**config.mk**
```make
export PLATFORM = sky130hd
export DESIGN_NAME = i2s_frame_ctrl
export DESIGN_NICKNAME = d
export VERILOG_FILES = /design/src/rtl/i2s_frame_ctrl.sv
export SDC_FILE = /design/constraint.sdc
export NUM_CORES = 1
export LEC_CHECK = 0
export BUFFER_PORTS_ARGS = -buffer_cell sky130_fd_sc_hd__buf_2
export CAP_MARGIN = 20
export CORE_ASPECT_RATIO = 0.75
export CORE_UTILIZATION = 45
export DETAILED_ROUTE_END_ITERATION = 10
export PLACE_DENSITY = 0.76
export SLEW_MARGIN = 40
export SYNTH_ARGS = -nofsm -noshare
export SYNTH_HDL_FRONTEND = slang
export SYNTH_SLANG_ARGS = --single-unit
```
**constraint.sdc**
```tcl
create_clock -name sclk -period 1.6 [get_ports sclk]
set_input_delay 0 -clock sclk [delete_from_list [all_inputs] [get_ports sclk]]
set_output_delay 0 -clock sclk [all_outputs]
set_load 0.02 [all_outputs]
```
**src/rtl/i2s_frame_ctrl.sv**
```systemverilog
// I2S frame controller: slot timing and lrclk generation, one-entry TX shadow
// buffer with underrun accounting, and capture of the looped-back RX frame.
module i2s_frame_ctrl #(
    parameter int AUDIO_DW = 24,
    parameter int SLOT_W   = 27,
    parameter int RX_LAT   = 1
) (
    input  logic                sclk,
    input  logic                rst,
    input  logic                en,
    input  logic                tx_valid,
    output logic                tx_ready,
    input  logic [AUDIO_DW-1:0] tx_left,
    input  logic [AUDIO_DW-1:0] tx_right,
    output logic                lrclk,
    output logic [AUDIO_DW-1:0] left_chan,
    output logic [AUDIO_DW-1:0] right_chan,
    input  logic [AUDIO_DW-1:0] rx_left_chan,
    input  logic [AUDIO_DW-1:0] rx_right_chan,
    output logic [AUDIO_DW-1:0] rx_left,
    output logic [AUDIO_DW-1:0] rx_right,
    output logic                rx_valid,
    output logic                underrun,
    output logic [7:0]          underrun_cnt,
    output logic                busy
);

    if (SLOT_W < AUDIO_DW + 1) begin : g_bad_slot_w
        $error("i2s_frame_ctrl: SLOT_W must be at least AUDIO_DW+1");
    end
    if (RX_LAT < 0 || RX_LAT >= SLOT_W) begin : g_bad_rx_lat
        $error("i2s_frame_ctrl: RX_LAT must lie in 0..SLOT_W-1");
    end

    localparam int CW = (SLOT_W > 1) ? $clog2(SLOT_W) : 1;
    localparam logic [CW-1:0] CNT_LAST = CW'(SLOT_W - 1);
    localparam logic [CW-1:0] CNT_CAP  = CW'(RX_LAT);

    typedef enum logic [1:0] {
        IDLE  = 2'd0,
        RUN_L = 2'd1,
        RUN_R = 2'd2,
        FLUSH = 2'd3
    } state_t;

    state_t              state, state_nx;
    logic [CW-1:0]       cnt, cnt_nx;
    logic                frame_start;
    logic                capture;
    logic                slot_r_end;
    logic                have_frame;
    logic                shadow_full;
    logic [AUDIO_DW-1:0] shadow_l, shadow_r;
    logic                handshake;

    assign tx_ready  = rst & ~shadow_full;
    assign handshake = tx_valid & tx_ready;
    assign busy      = (state != IDLE);

    always_comb begin
        state_nx    = state;
        cnt_nx      = cnt;
        frame_start = 1'b0;
        capture     = 1'b0;
        slot_r_end  = 1'b0;
        case (state)
            IDLE: begin
                cnt_nx = '0;
                if (en) begin
                    state_nx    = RUN_L;
                    frame_start = 1'b1;
                end
            end
            RUN_L: begin
                capture = have_frame && (cnt == CNT_CAP);
                if (cnt == CNT_LAST) begin
                    state_nx = RUN_R;
                    cnt_nx   = '0;
                end else begin
                    cnt_nx = cnt + 1'b1;
                end
            end
            RUN_R: begin
                if (cnt == CNT_LAST) begin
                    slot_r_end = 1'b1;
                    cnt_nx     = '0;
                    if (en) begin
                        state_nx    = RUN_L;
                        frame_start = 1'b1;
                    end else begin
                        state_nx = FLUSH;
                    end
                end else begin
                    cnt_nx = cnt + 1'b1;
                end
            end
            FLUSH: begin
                if (cnt == CNT_CAP) begin
                    capture  = 1'b1;
                    state_nx = IDLE;
                    cnt_nx   = '0;
                end else begin
                    cnt_nx = cnt + 1'b1;
                end
            end
            default: begin
                state_nx = IDLE;
                cnt_nx   = '0;
            end
        endcase
    end

    always_ff @(negedge sclk) begin
        if (!rst) begin
            state <= IDLE;
            cnt   <= '0;
        end else begin
            state <= state_nx;
            cnt   <= cnt_nx;
        end
    end

    always_ff @(negedge sclk) begin
        if (!rst) begin
            lrclk        <= 1'b1;
            shadow_full  <= 1'b0;
            shadow_l     <= '0;
            shadow_r     <= '0;
            left_chan    <= '0;
            right_chan   <= '0;
            underrun     <= 1'b0;
            underrun_cnt <= '0;
            have_frame   <= 1'b0;
            rx_left      <= '0;
            rx_right     <= '0;
            rx_valid     <= 1'b0;
        end else begin
            lrclk    <= (state_nx != RUN_L);
            underrun <= frame_start & ~shadow_full;
            rx_valid <= capture;

            // A sample accepted on the frame-start edge only fills the shadow;
            // the outputs see it at the following frame start.
            if (frame_start) begin
                if (shadow_full) begin
                    left_chan  <= shadow_l;
                    right_chan <= shadow_r;
                end else begin
                    left_chan  <= '0;
                    right_chan <= '0;
                    if (underrun_cnt != 8'hFF)
                        underrun_cnt <= underrun_cnt + 8'd1;
                end
            end

            if (handshake) begin
                shadow_full <= 1'b1;
                shadow_l    <= tx_left;
                shadow_r    <= tx_right;
            end else if (frame_start) begin
                shadow_full <= 1'b0;
            end

            if (slot_r_end)
                have_frame <= 1'b1;
            else if (state == FLUSH && state_nx == IDLE)
                have_frame <= 1'b0;

            if (capture) begin
                rx_left  <= rx_left_chan;
                rx_right <= rx_right_chan;
            end
        end
    end

endmodule
```
==> flow_summary.yaml, run 1 <==
yosys:
  synth-warning-count: 0
  syn_area_um2: 6080
  async_sr_flop_fraction: 0
  post_synth_inst_count: 751
  synth_edf_count: 0
  library_cells_used_by_synthesis: 43
  synth-main-ff-cell: "dfxtp_1"
  synth_top_cell_by_area: "dfxtp_1"
  synth_area_leaders: "dfxtp_1, nand2_1, nand3_1"
  synth.yosys.seq_area_share: 0.540
  synthesis.nets: 860
  post_synth.cell_area_avg_um2: 8.10
  synth.ff_latch_count: 164
  post_synth_top_area_share: 0.540
floorplan:
  count_of_standard_cell_rows: 36
  die_h_um: 103
  io_pins: 209
  initial_utilization: 0.464
  die_w_um: 136
global_route:
  grt_use_total: 0.932
  grt_max_degree: 54
  initial_antenna_violation_count: 9
  grt_overflow_total: 804
placement:
  gp_congestion: 0.830
  dp_hpwl_um: 10700
  port_buffers: 208
clock_tree:
  cts_max_level: 4
  clockRootBuffer: "clkbuf_16"
  cts-root-to-sink-buffers: 2
  cts_buffers: 17
  cts_hold_buf: 0
  cts.sink_count: 164
run_status:
  run_status: "stopped before the end"
  flow.stopped_at: "global routing (5_1_grt)"
  stop_error: "[ERROR GRT-0232] Routing congestion too high. Check the congestion heatmap in the GUI."
timing:
  worstEndpointType: "primary output"
  postGrtWorstEndpoint: "busy"
routing by layer:
layer / track usage / overflow
met1: 0.840 / 6
met2: 1.22 / 614
met3: 0.700 / 6
met4: 1.10 / 178
met5: 0.385 / 0
metrics by stage:
| stage | util | hold slack (ps) | worst slack [ps] | cells | instance area [um2] |
|---|---|---|---|---|---|
| after CTS | 0.877 | 372 | -369 | 1391 | 11500 |
| after detailed placement | 0.591 | 399 | -233 | 1123 | 7740 |
| after global placement | 0.591 | 398 | -206 | 1123 | 7740 |
| after floorplan | - | 215 | -106 | 751 | 6280 |
synthesized netlist by cell type (2+ instances only):
cell type	n
a211o_1	2
a21oi_1	98
and2_1	3
and3_1	2
and3b_1	2
buf_1	8
buf_2	12
buf_4	4
clkbuf_1	30
dfxtp_1	164
ha_1	9
inv_1	8
mux2i_1	5
nand2_1	255
nand2b_1	5
nand3_1	101
nand4b_1	2
nor2_1	12
o21ai_0	3
xnor2_1	2
xor2_1	2
cells by family after synthesis:
family	share of synthesized area
multiplexers	0.00823
flip-flops	0.540
buffers and inverters	0.0451
AND/OR/NAND/NOR	0.284
XOR/XNOR	0.00576
adder cells (fa/ha/maj)	0.0185
AO/OA/AOI/OAI	0.0990
what timing repair did:
item,CTS
buffers inserted,53
gates resized for setup,503
pin swaps,96
cloned,21
setup endpoints to repair,210
==> run 2, diff against run 1 <==
--- a/config.mk
+++ b/config.mk
@@ -7,10 +7,9 @@
 export LEC_CHECK = 0
 export BUFFER_PORTS_ARGS = -buffer_cell sky130_fd_sc_hd__buf_2
 export CAP_MARGIN = 20
-export CORE_ASPECT_RATIO = 0.75
-export CORE_UTILIZATION = 45
+export CORE_UTILIZATION = 40
 export DETAILED_ROUTE_END_ITERATION = 10
-export PLACE_DENSITY = 0.76
+export PLACE_DENSITY_LB_ADDON = 0.15
 export SLEW_MARGIN = 40
 export SYNTH_ARGS = -nofsm -noshare
 export SYNTH_HDL_FRONTEND = slang
==> constraint.sdc (replaced) <==
create_clock -name sclk -period 2.1 [get_ports sclk]
set_input_delay 0 -clock sclk [delete_from_list [all_inputs] [get_ports sclk]]
set_output_delay 0 -clock sclk [all_outputs]
set_load 0.02 [all_outputs]
==> run 2 against run 1 <==
Net effect:
- the flow now finishes, with violations (design-rule violations, negative setup slack)
- synthesized cell count unchanged
- area after synthesis unchanged
==> flow_summary.yaml, run 2 <==
hold_path:
  timing.hold.worst.class: "in -> out"
  hold_path_depth: 4
worst_setup_path:
  critPathMaxFanout: 2
  cp_data_required_time_ps: 2100
  startpoint_type: "flip-flop"
  worstSetupEndpointType: "primary output"
  crit_path_arrival_time_ps: 2230
  worst-r2r-cell-count: 10
  crit_type: "reg -> out"
floorplan:
  die_h_um: 125
  coreArea_um2: 14700
  initial_utilization: 0.414
  die_w_um: 125
  total_die_area_um2: 15700
  count_of_standard_cell_rows: 44
  io_pins: 209
cells_and_area:
  syn_to_final_growth_pct: 43.0
  final_net_count: 1228
  instances_no_fill: 1318
  most-common-layout-cells: "nand2_1, buf_2, inv_1"
  mostFrequentLayoutCell: "nand2_1"
  final_area_um2: 8700
  layout_cell_share_with_drive_strength_beyond_1: 0.261
  utilization: 0.592
placement:
  post_placement_cell_count: 1116
  gp_congestion: 0.779
  postPlaceCellArea_um2: 7450
  port_buffers: 208
  dp_hpwl_um: 10500
yosys:
  synth_area_leaders: "dfxtp_1, nand2_1, nand3_1"
  async_sr_flop_fraction: 0
  synth-main-ff-cell: "dfxtp_1"
  synthesis.nets: 860
  post_synth_top_area_share: 0.540
  synth.most_common_cell: "nand2_1"
  synth-warning-count: 0
  post_synth.cell_area_avg_um2: 8.10
  synth_top_cell_by_area: "dfxtp_1"
  synth_edf_count: 0
  library_cells_used_by_synthesis: 43
  netlist_top_cells_count: "nand2_1, dfxtp_1, nand3_1"
  synth.yosys.seq_area_share: 0.540
  post_synth_inst_count: 751
  synth.ff_latch_count: 164
  syn_area_um2: 6080
routing:
  routed-via-count: 6312
  detail-route-antenna-nets: 0
  routed_wire_length_per_instance_um: 12.8
  drt_iter0_drc: 305
  detailedRoute.firstPassIterationCount: 9
  routed_wl_um: 16900
  via_per_inst: 4.79
  drcViolationCount: 21
clock_tree:
  clock_insertion_delay_worst_skew_ps: 460
  cts-root-to-sink-buffers: 2
  cts.sink_count: 164
  cts_max_level: 4
  tritoncts: "yes"
  clockRootBuffer: "clkbuf_16"
  path_clk_slew_ps: 40
  cts_buffers: 17
  cts_hold_buf: 0
pwr:
  netSwitchingFraction: 0.335
  peakVddDrop_mv: 0.573
  power.density_cell_area_nw_per_um2: 990
  power_frac_comb: 0.139
  power_frac_clock: 0.471
  share_seq_of_total_power: 0.390
  switching_power_mw: 2.89
  cellInternalPower_mw: 5.72
  cellLeakagePower_nw: 4.54
timing:
  unrepaired_setup_endpoints_after_global_routing: "yes"
  timing_hold_violations_final: 0
  final_setup_violation_count: 1
  fin_ws_ps: -130
  max_slew.worst_pin.slew_ps: 562
  final_max_slew_viol_count: 0
  skew_ps: 18.3
  relSlewSlack: 0.625
global_route:
  initial_antenna_violation_count: 2
  grt_max_degree: 53
  grt_pass1_vias: 6254
  global_route_wire_length_before_repair_um: 27900
  grt_use_total: 0.220
  grt_overflow_total: 0
run_status:
  violations: "design-rule violations, negative setup slack"
  run_status: "finished with violations"
run:
  cap_violations: 0
run 2: cell counts after synthesis:
No cell type changed its count.
run 2: per-layer routing:
| layer | track usage | wire length [um] | share of wire |
|---|---|---|---|
| met5 | 0 | 0 | 0 |
| met4 | 0.128 | 198 | 0.012 |
| met3 | 0.104 | 1150 | 0.068 |
| met2 | 0.344 | 8120 | 0.48 |
| met1 | 0.245 | 7430 | 0.44 |
run 2: metrics by stage:
stage / setup TNS (ps) / setup WS, ps / power (mW) / hold WS [ps]
2_1_floorplan: 0 / 16.5 / 4.52 / 291
3_3_place_gp: 0 / 8.32 / 4.96 / 396
3_5_place_dp: 0 / 1.83 / 4.96 / 399
4_1_cts: -122 / -122 / 8.76 / 376
5_1_grt: -193 / -169 / 9.29 / 384
6_report: -130 / -130 / 8.61 / 373
run 2: cells by family after synthesis:
family | synth area share
buffers and inverters | 0.0451
AO/OA/AOI/OAI | 0.0990
XOR/XNOR | 0.00576
multiplexers | 0.00823
flip-flops | 0.540
AND/OR/NAND/NOR | 0.284
adder cells (fa/ha/maj) | 0.0185
run 2: layout make-up:
type | count | area, um2
sequential | 164 | 3300
tap | 184 | 230
timing repair buffer | 241 | 1440
inverter | 7 | 30.0
clock buffer | 17 | 425
antenna | 2 | 5.00
multi-input combinational | 524 | 2550
fill | 1449 | 6000
clock inverter | 179 | 719
run 2: repair_timing:
| action | CTS | global route |
|---|---|---|
| setup endpoints to repair | 4 | 11 |
| gates resized for setup | 15 | 15 |
| pin swaps | 2 | 1 |
| buffers inserted | 3 | 2 |
run 2: path summary, 6_finish.rpt:
check	start	end	slack, ps
min reg2reg	right_chan[6]	right_chan[6]	440
max reg2reg	state[0]	right_chan[22]	170
max	state[0]	busy	-130
min	rst	tx_ready	370
run 2: worst max-delay path, stage by stage, from the launching register on:
cell and delay [ps]:
dfxtp_2 340, inv_2 50, ha_4 160, inv_4 50, buf_6 100
run 2: power groups by stage:
stage,Clock [mW],Combinational [mW],Sequential [mW]
after floorplan,0.475,0.621,3.43
after global placement,0.475,1.09,3.40
after detailed placement,0.475,1.09,3.40
after CTS,4.24,1.17,3.35
after global routing,4.61,1.31,3.37
final,4.06,1.19,3.36
No activity file was read; power rests on OpenSTA's default activity.
